--- config.mk ---
export PLATFORM = sky130hd
export DESIGN_NAME = pc_next_gen
export DESIGN_NICKNAME = d
export VERILOG_FILES = /design/src/rtl/pc_pkg.sv /design/src/rtl/pc_incr.sv /design/src/rtl/pc_next_gen.sv
export SDC_FILE = /design/constraint.sdc
export NUM_CORES = 1
export LEC_CHECK = 0
export ABC_AREA = 1
export CORE_MARGIN = 3
export CORE_UTILIZATION = 49
export CTS_CLUSTER_DIAMETER = 30
export CTS_CLUSTER_SIZE = 16
export DETAILED_ROUTE_END_ITERATION = 7
export HOLD_SLACK_MARGIN = 0.08
export PLACE_DENSITY = 0.86
export SETUP_SLACK_MARGIN = 0.1
export SYNTH_ARGS = -nofsm -noshare
export SYNTH_HDL_FRONTEND = slang
export SYNTH_HIERARCHICAL = 1
export SYNTH_SLANG_ARGS = --single-unit
--- constraint.sdc ---
create_clock -name clk -period 4.2 [get_ports clk]
set_clock_uncertainty 0.2 [all_clocks]
set_input_delay 0.84 -clock clk [delete_from_list [all_inputs] [get_ports clk]]
set_output_delay 0.84 -clock clk [all_outputs]
set_load 0.005 [all_outputs]
--- src/rtl/pc_pkg.sv ---
// Shared definitions for the next-PC sequencer: FSM state type and default address constants.
package pc_pkg;

    typedef enum logic [1:0] {
        BOOT  = 2'd0,
        RUN   = 2'd1,
        FLUSH = 2'd2
    } pc_state_e;

    localparam int unsigned INSTR_BYTES  = 4;
    localparam logic [63:0] RESET_VECTOR = 64'h0;
    localparam logic [63:0] EXC_VECTOR   = 64'h0000_0000_0000_0100;

endpackage

--- src/rtl/pc_incr.sv ---
// Constant sequential-address adder (out = in + INSTR_BYTES), modulo 2^WIDTH.
module pc_incr #(
    parameter int unsigned WIDTH       = 64,
    parameter int unsigned INSTR_BYTES = pc_pkg::INSTR_BYTES
) (
    input  logic [WIDTH-1:0] in,
    output logic [WIDTH-1:0] out
);

    assign out = in + WIDTH'(INSTR_BYTES);

endmodule

--- src/rtl/pc_next_gen.sv ---
// Next-PC sequencer: reset vector, stall hold, sequential fetch or EX redirect, plus the flush window.
// Optional misaligned-redirect trap is built when PC_ALIGN_CHECK_EN is defined.
module pc_next_gen #(
    parameter int unsigned      WIDTH        = 64,
    parameter int unsigned      INSTR_BYTES  = pc_pkg::INSTR_BYTES,
    parameter logic [WIDTH-1:0] RESET_VECTOR = WIDTH'(pc_pkg::RESET_VECTOR),
    parameter int unsigned      FLUSH_CYCLES = 2
`ifdef PC_ALIGN_CHECK_EN
   ,parameter logic [WIDTH-1:0] EXC_VECTOR   = WIDTH'(pc_pkg::EXC_VECTOR)
`endif
) (
    input  logic             clk,
    input  logic             reset,
    input  logic [WIDTH-1:0] pc_cur,
    input  logic             stall,
    input  logic             redirect_valid,
    input  logic [WIDTH-1:0] redirect_target,
    output logic [WIDTH-1:0] pc_next,
    output logic             flush,
    output logic             misalign_err
);

    // The redirect cycle is itself the first flush cycle, so the counter covers the rest.
    localparam logic [3:0] FCNT_LOAD   = 4'(FLUSH_CYCLES - 1);
    localparam bit         MULTI_FLUSH = (FLUSH_CYCLES > 1);

    pc_pkg::pc_state_e state, state_n;
    logic [3:0]        fcnt, fcnt_n;
    logic [WIDTH-1:0]  pc_seq;
    logic [WIDTH-1:0]  target_eff;

    pc_incr #(
        .WIDTH       (WIDTH),
        .INSTR_BYTES (INSTR_BYTES)
    ) u_incr (
        .in  (pc_cur),
        .out (pc_seq)
    );

    // NOTE: sequential state uses non-blocking assignments; reset is synchronous, sampled on the edge.
    always_ff @(posedge clk) begin
        if (reset) begin
            state <= pc_pkg::BOOT;
            fcnt  <= '0;
        end else begin
            state <= state_n;
            fcnt  <= fcnt_n;
        end
    end

    // NOTE: every output of this block gets a default first so no path can infer a latch.
    always_comb begin
        state_n = state;
        fcnt_n  = fcnt;
        pc_next = pc_seq;
        flush   = 1'b0;
        if (reset) begin
            // Present BOOT outputs for the whole time reset is held, not just after the edge.
            pc_next = RESET_VECTOR;
            flush   = 1'b1;
        end else begin
            unique case (state)
                pc_pkg::BOOT: begin
                    pc_next = RESET_VECTOR;
                    flush   = 1'b1;
                    state_n = pc_pkg::RUN;
                end
                pc_pkg::RUN: begin
                    if (redirect_valid) begin
                        pc_next = target_eff;
                        flush   = 1'b1;
                        fcnt_n  = FCNT_LOAD;
                        state_n = MULTI_FLUSH ? pc_pkg::FLUSH : pc_pkg::RUN;
                    end else if (stall) begin
                        pc_next = pc_cur;
                    end
                end
                pc_pkg::FLUSH: begin
                    // Stall here comes from a wrong-path instruction and is ignored.
                    flush = 1'b1;
                    if (redirect_valid) begin
                        pc_next = target_eff;
                        fcnt_n  = FCNT_LOAD;
                    end else begin
                        fcnt_n = (fcnt == 4'd0) ? 4'd0 : fcnt - 4'd1;
                        if (fcnt <= 4'd1) state_n = pc_pkg::RUN;
                    end
                end
                default: begin
                    pc_next = RESET_VECTOR;
                    flush   = 1'b1;
                    state_n = pc_pkg::BOOT;
                end
            endcase
        end
    end

`ifdef PC_ALIGN_CHECK_EN
    logic misaligned;
    logic take_redirect;
    logic err_q;

    assign misaligned    = (redirect_target[1:0] != 2'b00);
    assign target_eff    = misaligned ? EXC_VECTOR : redirect_target;
    assign take_redirect = redirect_valid && !reset &&
                           (state == pc_pkg::RUN || state == pc_pkg::FLUSH);

    always_ff @(posedge clk) begin
        if (reset)                           err_q <= 1'b0;
        else if (take_redirect && misaligned) err_q <= 1'b1;
    end

    assign misalign_err = err_q & ~reset;
`else
    assign target_eff   = redirect_target;
    assign misalign_err = 1'b0;
`endif

endmodule

Word level (Yosys, flattened, before mapping)
Cells that the tools add are included.

storage, ports and cells
  register bits after elaboration = 6
  output and inout bits = 66
  logic and storage cells = 31

operators by class
  add/sub/neg operators = 2
  magnitude comparators = 1
  equal/unequal tests = 5
  multiplexer cells = 16
  reduce and logical (&&, ||, !) cells = 5

operator list
  kind                                                  number
  two-way mux 64 bit                                    4
  one-hot mux 64 bit (2 select lines)                   1
  adder 64 x 3 -> 64 bit (second input constant)        1
  two-way mux 4 bit                                     3
  one-hot mux 4 bit (2 select lines)                    1
  two-way mux 2 bit                                     3
  inequality test 2 bit (second input constant)         3
  one-hot mux 2 bit (3 select lines)                    1
  <= comparator 4 x 1 -> 1 bit (second input constant)  1
  zero test 4 bit                                       1
  subtractor 4 x 1 -> 4 bit (second input constant)     1
  two-way mux 1 bit                                     3
  AND reduction 3 bit                                   1
  == test 2 x 1 -> 1 bit (second input constant)        1
  == test 2 bit (second input constant)                 1
  zero test 2 bit                                       1
  AND reduction 2 bit                                   1
  nonzero test 2 bit                                    1

Logic depth before layout (Yosys ltp)
Gate-level depths: netlist of the first run.

  depth in word-level cells = 5
  depth in mapped cells = 14
  depth with buffers taken out = 14

Modules after synthesis
Netlist of the first run, hierarchy kept.

modules (own cells, without submodules)
  module       instances  cells an instance  area an instance (µm²)
  pc_next_gen  1          621                2,718.9
  pc_incr      1          438                2,038.2

Worst setup path after synthesis of the first run
OpenSTA, ideal clock, no wires.

  path kind = input to output
  start point = input port pc_cur[2]
  end point = output port pc_next[40]
  arrival time = 2.136 ns
  setup slack = 1.024 ns
  stages = 13
  path through = ha_1 nand2_2 nor2_4 nand2_2 nor2_4 nand2_1 nor2_1 nand2_1 nand2_1 nand2_1 a21oi_1 nor2_1 nor2_1

on the way
  cells in the longest elaborated chain, start to end = 5

ends and longest elaborated chain
  element                                RTL line           RTL
  start, declared                        pc_next_gen.sv:14  input logic [WIDTH-1:0] pc_cur,
  adder 64 x 3 -> 64 bit *               pc_incr.sv:10      assign out = in + WIDTH'(INSTR_BYTES);
  net pc_seq[40]                         pc_next_gen.sv:29  logic [WIDTH-1:0] pc_seq;
  two-way mux 64 bit                     pc_next_gen.sv:74  end else if (stall) begin
  two-way mux 64 bit                     pc_next_gen.sv:69  if (redirect_valid) begin
  one-hot mux 64 bit (2 select lines) *  pc_next_gen.sv:62  unique case (state)
  two-way mux 64 bit *                   pc_next_gen.sv:57  if (reset) begin
  end, declared                          pc_next_gen.sv:18  output logic [WIDTH-1:0] pc_next,

Mark *: on every way through the listed nets, which the timed path passes. The rest lies on a longest branch.

Final worst setup path of the first run
  start point = input port pc_cur[14]
  end point = output port pc_next[15]

Same word-level chain as after synthesis.

==> results of run 1 <==
==> cell usage in the layout (no fill, tap or decap), types with 12 or more instances in the layout <==
cell | netlist | routed
a21oi_1 | 69 | 57
a21oi_2 | 0 | 12
buf_4 | 9 | 144
clkdlybuf4s50_1 | 0 | 99
dlygate4sd2_1 | 0 | 38
dlymetal6s2s_1 | 0 | 45
inv_1 | 49 | 48
nand2_1 | 453 | 405
nand2_2 | 9 | 48
nand2_4 | 4 | 13
nand3_1 | 18 | 17
nor2_1 | 243 | 188
nor2_2 | 7 | 43
nor2_4 | 7 | 26
o21ai_0 | 28 | 28
o21ai_1 | 57 | 56
==> metrics by stage <==
step	std cells	cell area (um2)	hold WS (ns)	power (mW)
6_report	1491	8520	0.271	1.71
5_1_grt	1491	8520	0.287	1.82
4_1_cts	1469	7880	0.260	1.57
3_5_place_dp	1455	7550	0.256	1.49
3_3_place_gp	1455	7550	0.248	1.47
2_1_floorplan	1059	4760	0.232	0.915
==> kinds of logic (layout without fill, tap and decap cells) <==
group | after synthesis | count (layout) | synth area share (%)
and+or+nand+nor | 758 | 758 | 64.4
DFF | 6 | 6 | 2.53
adders and majority gates | 5 | 5 | 1.32
xor gates and xnor gates | 32 | 32 | 5.89
AOI/OAI and AO/OA | 154 | 154 | 16.2
buffers and inverters | 103 | 405 | 9.57
other | 1 | 2 | 0.0788
==> sequential cells by signal, summed over array words and instances, names as in the netlist <==
signal,count
fcnt,4
state,2
==> power by group <==
group / switching (mW) / internal (mW) / total, mW
Sequential: 0.0126 / 0.0719 / 0.0845
Clock: 0.0265 / 0.0617 / 0.0882
Combinational: 0.958 / 0.580 / 1.54
Total: 0.997 / 0.713 / 1.71
==> cell usage after synthesis <==
cell type    n
inv_2        4
ha_1         5
conb_1       1
nand3_1     18
nor2_2       7
nor2_1     243
clkbuf_1    12
nor2_8       2
xor2_1      12
o21ai_1     57
a21oi_1     69
nand3b_1     3
inv_1       49
buf_4        9
nor2_4       7
clkinv_1     1
clkbuf_2     5
xnor2_1     20
nand2_1    453
nand2_2      9
buf_2       23
o21ai_0     28
or2_0        1
nand2_4      4
nand4_1     11
dfxtp_1      6
==> final timing paths <==
kind | start | endpoint | slack, ns | cells past startpoint
max | pc_cur[14] | pc_next[15] | -0.08 | 13
min | fcnt[3] | fcnt[3] | 0.27 | 2
max reg2reg | state[1] | fcnt[2] | 2.08 | 9
min reg2reg | fcnt[3] | fcnt[3] | 0.27 | 2
==> per-layer routing <==
metal | part of all wire (%) | global-route usage [%] | up-vias | wire length, um
met5 | 0 | 0 | - | 0
met4 | 8.8 | 12.8 | 0 | 2490
met3 | 16 | 7.97 | 336 | 4450
met2 | 42 | 63.1 | 981 | 11800
met1 | 34 | 48.5 | 4001 | 9500
li1 | - | - | 3893 | -
==> final cells by class <==
| type | count | area share, % |
|---|---|---|
| antenna | 1 | 0.0294 |
| clock buffer | 3 | 0.484 |
| inverter | 54 | 2.38 |
| multi-input combinational | 950 | 56.3 |
| sequential | 6 | 1.41 |
| tap | 129 | 1.89 |
| timing repair buffer | 348 | 37.5 |
==> repair_timing <==
item / 4_1_cts / 5_1_grt
resized for setup: 127 / 153
pin swaps: 28 / 38
setup buffers: 11 / 21
endpoints found under the setup margin: 54 / 46
==> critical path, cell delays in order <==
cell and delay [ns]:
dlygate4sd2_1 0.29, nand2_2 0.13, nor2_2 0.20, nand2_1 0.13, nor2_4 0.16, buf_4 0.14, buf_4 0.11, xor2_2 0.17
nand2_1 0.12, a21oi_1 0.22, nor2_1 0.11, nor2_1 0.10, clkdlybuf4s50_1 0.52
==> impl_metrics.py, run 1 <==
metrics = {
    "clock_network": {
        "clock_path_buffers": 2,
        "cts_tree": "done",
        "root_buffer": "clkbuf_8",
        "cts_hold_buf": 0,
        "cts_buffers": 3,
        "htreeDepth": 1,
        "clkTransAtPathRegs_ns": 0.04,
        "clock_sinks": 6,
        "clkLatencyLatePin_ns": 0.23,
    },
    "synthesis": {
        "synth_warnings": 6,
        "yosys.area.top_type": "nand2_1",
        "synth_area_mm2": 0.00476,
        "synth_top_area_share_pct": 35.7,
        "synth_nets": 1196,
        "ys_seq_area_share_pct": 2.52,
        "synth_cells": 1059,
        "ys_types": 26,
        "avgSynthCellArea_um2": 4.49,
        "synth.area.top_cells": "nand2_1, nor2_1, a21oi_1",
        "ys_seq_elements": 6,
    },
    "critical_path": {
        "crit_type": "input port to output pin",
        "cp-end-kind": "output pin",
        "crit_fanout": 4,
        "arrival_ns": 3.24,
        "crit_required_ns": 3.16,
        "worst_setup_path_start_kind": "input port",
    },
    "sta": {
        "fin_tns_setup_ns": -0.260,
        "setup_viol": 7,
        "final-hold-violation-count": 0,
        "drv_slew": 0,
        "fmax_mhz": 234,
        "setup_slack_ns": -0.0806,
        "rsz0062_at_grt": "true",
        "fin_crit_sh_pct": 102,
        "layout_min_cycle_time_ns": 4.28,
    },
    "layout": {
        "multi_input_area_mm2": 0.00480,
        "area_growth_pct": 79.2,
        "fin_util_pct": 91.4,
        "fin_nets": 1500,
        "regArea_um2": 120,
        "final_layout_size_suffix_gt1_share_pct": 24.3,
        "fill_cells": 414,
    },
    "power_and_ir_drop": {
        "p_per_area_mw_per_mm2": 201,
        "p_leak_nw": 4.41,
        "ir_drop_mv": 0.755,
    },
    "grt": {
        "grt_max_degree": 65,
        "grt_pass1_vias": 7280,
        "grt_pass1_wl_mm": 35.4,
        "grt_antenna_before_repair": 1,
        "grt_overflow": 0,
        "grt_usage_pct": 37.9,
    },
    "detailed_routing": {
        "wl_mm": 28.2,
        "firstDrtPassIters": 8,
        "ant_nets": 0,
        "drt_iter0_markers": 1749,
        "vias_per_cell": 6.18,
        "route.detailed.drc": 25,
        "wl_per_cell_um": 18.9,
        "vias": 9211,
    },
    "place": {
        "dp_hpwl_mm": 15.6,
        "place_ws_ns": -0.221,
        "place_congestion": 1.09,
        "io_buffers": 196,
    },
    "floorplan": {
        "fp.dieW_um": 105,
        "core_area_mm2": 0.00933,
        "die_area_mm2": 0.0109,
        "fp.dieH_um": 105,
        "io_pins": 198,
        "num_rows": 35,
        "start_util_pct": 51.0,
    },
    "worst_hold_path": {
        "min_path_type": "flop to flop",
    },
    "status": {
        "violations": "design-rule violations, negative setup slack",
        "status": "finished with violations",
    },
    "flow_run": {
        "timing.max_cap.violations": 0,
    },
}
No activity file was read; power rests on OpenSTA's default activity.
==> run 2: changes to the inputs <==
Settings changed: ABC_AREA 1 to default, CORE_UTILIZATION 49 to 46.
==> run 2 against run 1 <==
  * The run ends with negative setup slack left
  * Combinational power down 18%
  * Area after synthesis down 16%
  * Via count down 21%
  * Wire length down 2.2%
  * Critical path type unchanged
==> impl_metrics.py, run 2 <==
metrics = {
    "sta": {
        "maxSlewHeadroom_pct": 46.9,
        "final-hold-violation-count": 0,
        "fmax_mhz": 229,
        "layout_min_cycle_time_ns": 4.37,
        "setup_slack_ns": -0.165,
        "fin_crit_sh_pct": 104,
        "rsz0062_at_grt": "true",
        "fin_tns_setup_ns": -0.818,
        "setup_viol": 14,
        "drv_slew": 0,
        "tightest_slew_ns": 0.797,
    },
    "synthesis": {
        "ys_types": 49,
        "synth.area.top_cells": "mux2_2, o22ai_1, a22oi_1",
        "yosys.area_share.simple_pct": 27.9,
        "synthXorXnorAreaFrac_pct": 13.1,
        "synth_warnings": 6,
        "synth_cells": 556,
        "synthMuxAreaShare_pct": 18.0,
        "synthAdderAreaFrac_pct": 1.57,
        "ys_seq_area_share_pct": 3.01,
        "synthArstFlopShare_pct": 0,
        "avgSynthCellArea_um2": 7.19,
        "yosys.area.top_type": "mux2_2",
        "synth_top_area_share_pct": 18.0,
        "synth.top_cells.by_count": "nand2_1, o22ai_1, mux2_2",
        "synth-compound-area-share_pct": 27.5,
        "synth_nets": 693,
        "ys_seq_elements": 6,
        "synth_top_family_by_area": "simple AND/OR/NAND/NOR gates",
        "synth_edf_count": 0,
        "synth_area_mm2": 0.00400,
        "synthMostInstantiatedCell": "nand2_1",
        "ys.flop_type": "dfxtp_1",
    },
    "clock_network": {
        "clock_path_buffers": 2,
        "clkLatencyLatePin_ns": 0.25,
        "cts_tree": "done",
        "clkTransAtPathRegs_ns": 0.04,
        "root_buffer": "clkbuf_8",
        "cts_buffers": 3,
        "htreeDepth": 1,
        "cts_hold_buf": 0,
        "clock_sinks": 6,
    },
    "layout": {
        "fin_util_pct": 94.3,
        "regArea_um2": 120,
        "final_layout_size_suffix_gt1_share_pct": 46.3,
        "top_regs": "fcnt: 4 flops, state: 2 flops",
        "fill_cells": 251,
        "area_growth_pct": 96.8,
        "largest_register_ffs": 4,
        "fin_nets": 1041,
        "top_register": "fcnt",
        "instances_no_fill": 1009,
        "layout_commonest_cell": "buf_4",
        "final_area_mm2": 0.00787,
        "multi_input_area_mm2": 0.00412,
        "layout_common_cells": "buf_4, clkdlybuf4s50_1, nand2_1",
    },
    "critical_path": {
        "crit_start": "pc_cur[34]",
        "crit_end": "pc_next[60]",
        "cp_common_cell": "dlygate4sd2_1",
        "rr_worst_depth": 5,
        "cp_slowest_cell": "xor2_1",
        "r2r-start": "state[1]",
        "critPathTopFamily": "simple AND/OR/NAND/NOR gates",
        "crit_fanout": 4,
        "path_buf_inv": 3,
        "worst_setup_path_start_kind": "input port",
        "cpPeakStageDelay_ns": 0.40,
        "crit_type": "input port to output pin",
        "crit_required_ns": 3.16,
        "cp-end-kind": "output pin",
        "worst-path-stages": 11,
        "reg2reg_setup_slack_ns": 1.74,
        "cp_cell_sequence": "dlygate4sd2_1, nand3_4, nor4_4, buf_4, nand3_2, nor3_2, xor2_1, mux2_2, a22oi_2, o22ai_1, dlygate4sd2_1",
        "arrival_ns": 3.33,
        "rr_endpoint": "state[1]",
    },
    "grt": {
        "grt_use_met3_pct": 5.40,
        "grt_overflow": 0,
        "grt_usage_pct": 37.4,
        "grt_antenna_before_repair": 2,
        "grtUsageMet1_pct": 40.2,
        "grt_pass1_vias": 6440,
        "grt_max_degree": 84,
        "grt_pass1_wl_mm": 30.9,
        "busiest_layer": "met2",
        "met2_usage_pct": 69.8,
    },
    "place": {
        "io_buffers": 196,
        "dp_hpwl_mm": 12.3,
        "dp_cells": 957,
        "place_congestion": 0.990,
        "place_area_mm2": 0.00697,
    },
    "detailed_routing": {
        "vias_per_cell": 7.25,
        "vias": 7320,
        "wl_per_cell_um": 27.4,
        "firstDrtPassIters": 6,
        "drt_iter0_markers": 1159,
        "wl_mm": 27.6,
        "ant_nets": 0,
        "route.detailed.drc": 0,
    },
    "power_and_ir_drop": {
        "p_switching_mw": 0.729,
        "pwr-share-clk_pct": 7.2,
        "ir_drop_mv": 0.182,
        "comb_power_share_pct": 86.9,
        "p_seq_share_pct": 5.9,
        "p_per_area_mw_per_mm2": 184,
        "internal-power_mw": 0.722,
        "swShare_pct": 50.2,
        "p_leak_nw": 3.31,
        "total_power_mw": 1.45,
    },
    "floorplan": {
        "fp.dieH_um": 99.2,
        "die_area_mm2": 0.00984,
        "core_area_mm2": 0.00834,
        "start_util_pct": 47.9,
        "fp.dieW_um": 99.2,
        "num_rows": 33,
        "io_pins": 198,
    },
    "worst_hold_path": {
        "min_path_type": "flop to flop",
        "worstHoldStart": "fcnt[3]",
    },
    "flow_run": {
        "timing.max_cap.violations": 0,
    },
    "status": {
        "violations": "negative setup slack",
        "status": "finished with violations",
    },
}
==> run 2: kinds of logic (layout without fill, tap and decap cells) <==
group                    Yosys count  count (layout)
buffers and inverters             63             409
XOR/XNOR                          60              60
other                              1               3
flip-flops                         6               6
multiplexers                      64              64
adder cells (fa/ha/maj)            5               5
AND/OR/NAND/NOR                  213             213
AO/OA/AOI/OAI                    144             144
==> run 2: worst min path at each step <==
stage,end,slack (ns),cells after the start
finish,fcnt[3],0.35,1
detailed placement,fcnt[3],0.32,1
CTS,fcnt[1],0.33,2
floorplan,fcnt[1],0.28,2
global placement,fcnt[1],0.30,2
global route,fcnt[3],0.38,1
==> run 2: what timing repair did <==
item / in CTS / in global routing
endpoints found under the setup margin: 57 / 47
buffers inserted: 23 / 24
pin swaps: 53 / 52
gates resized for setup: 211 / 139
==> run 2: routing by layer <==
layer | part of all wire (%) | routed length, um
met5 | 0.051 | 14
met3 | 13 | 3500
met2 | 44 | 12200
met4 | 11 | 3130
met1 | 32 | 8780
==> run 2: worst reg2reg max path, delay by kind of cell, from the launching register on <==
| family | cells | cell delay (ns) |
|---|---|---|
| AOI/OAI and AO/OA | 2 | 0.72 |
| and+or+nand+nor | 1 | 0.49 |
| adders and majority gates | 1 | 0.48 |
| DFF | 1 | 0.34 |
| buffers and inverters | 1 | 0.13 |
==> run 2: power by group through the flow <==
| stage | clock network (mW) | logic, mW | registers, mW |
|---|---|---|---|
| 2_1_floorplan | 0 | 0.558 | 0.0793 |
| 3_3_place_gp | 0 | 1.04 | 0.0803 |
| 3_5_place_dp | 0 | 1.09 | 0.0827 |
| 4_1_cts | 0.0940 | 1.07 | 0.0816 |
| 5_1_grt | 0.116 | 1.30 | 0.0870 |
| 6_report | 0.104 | 1.26 | 0.0859 |
==> run 2: area by class of cell <==
type                       count  share of cell area [%]
clock buffer                   3                   0.525
sequential                     6                    1.53
tap                          105                    1.67
inverter                      14                   0.668
antenna                        2                  0.0636
timing repair buffer         392                    43.2
multi-input combinational    487                    52.4
==> run 2: stage by stage <==
stage          hold slack, ns  worst slack, ns
4_1_cts                 0.330            0.101
5_1_grt                 0.378           -0.170
6_report                0.354           -0.165
2_1_floorplan           0.282            0.612
3_3_place_gp            0.302           -0.475
3_5_place_dp            0.323           -0.562
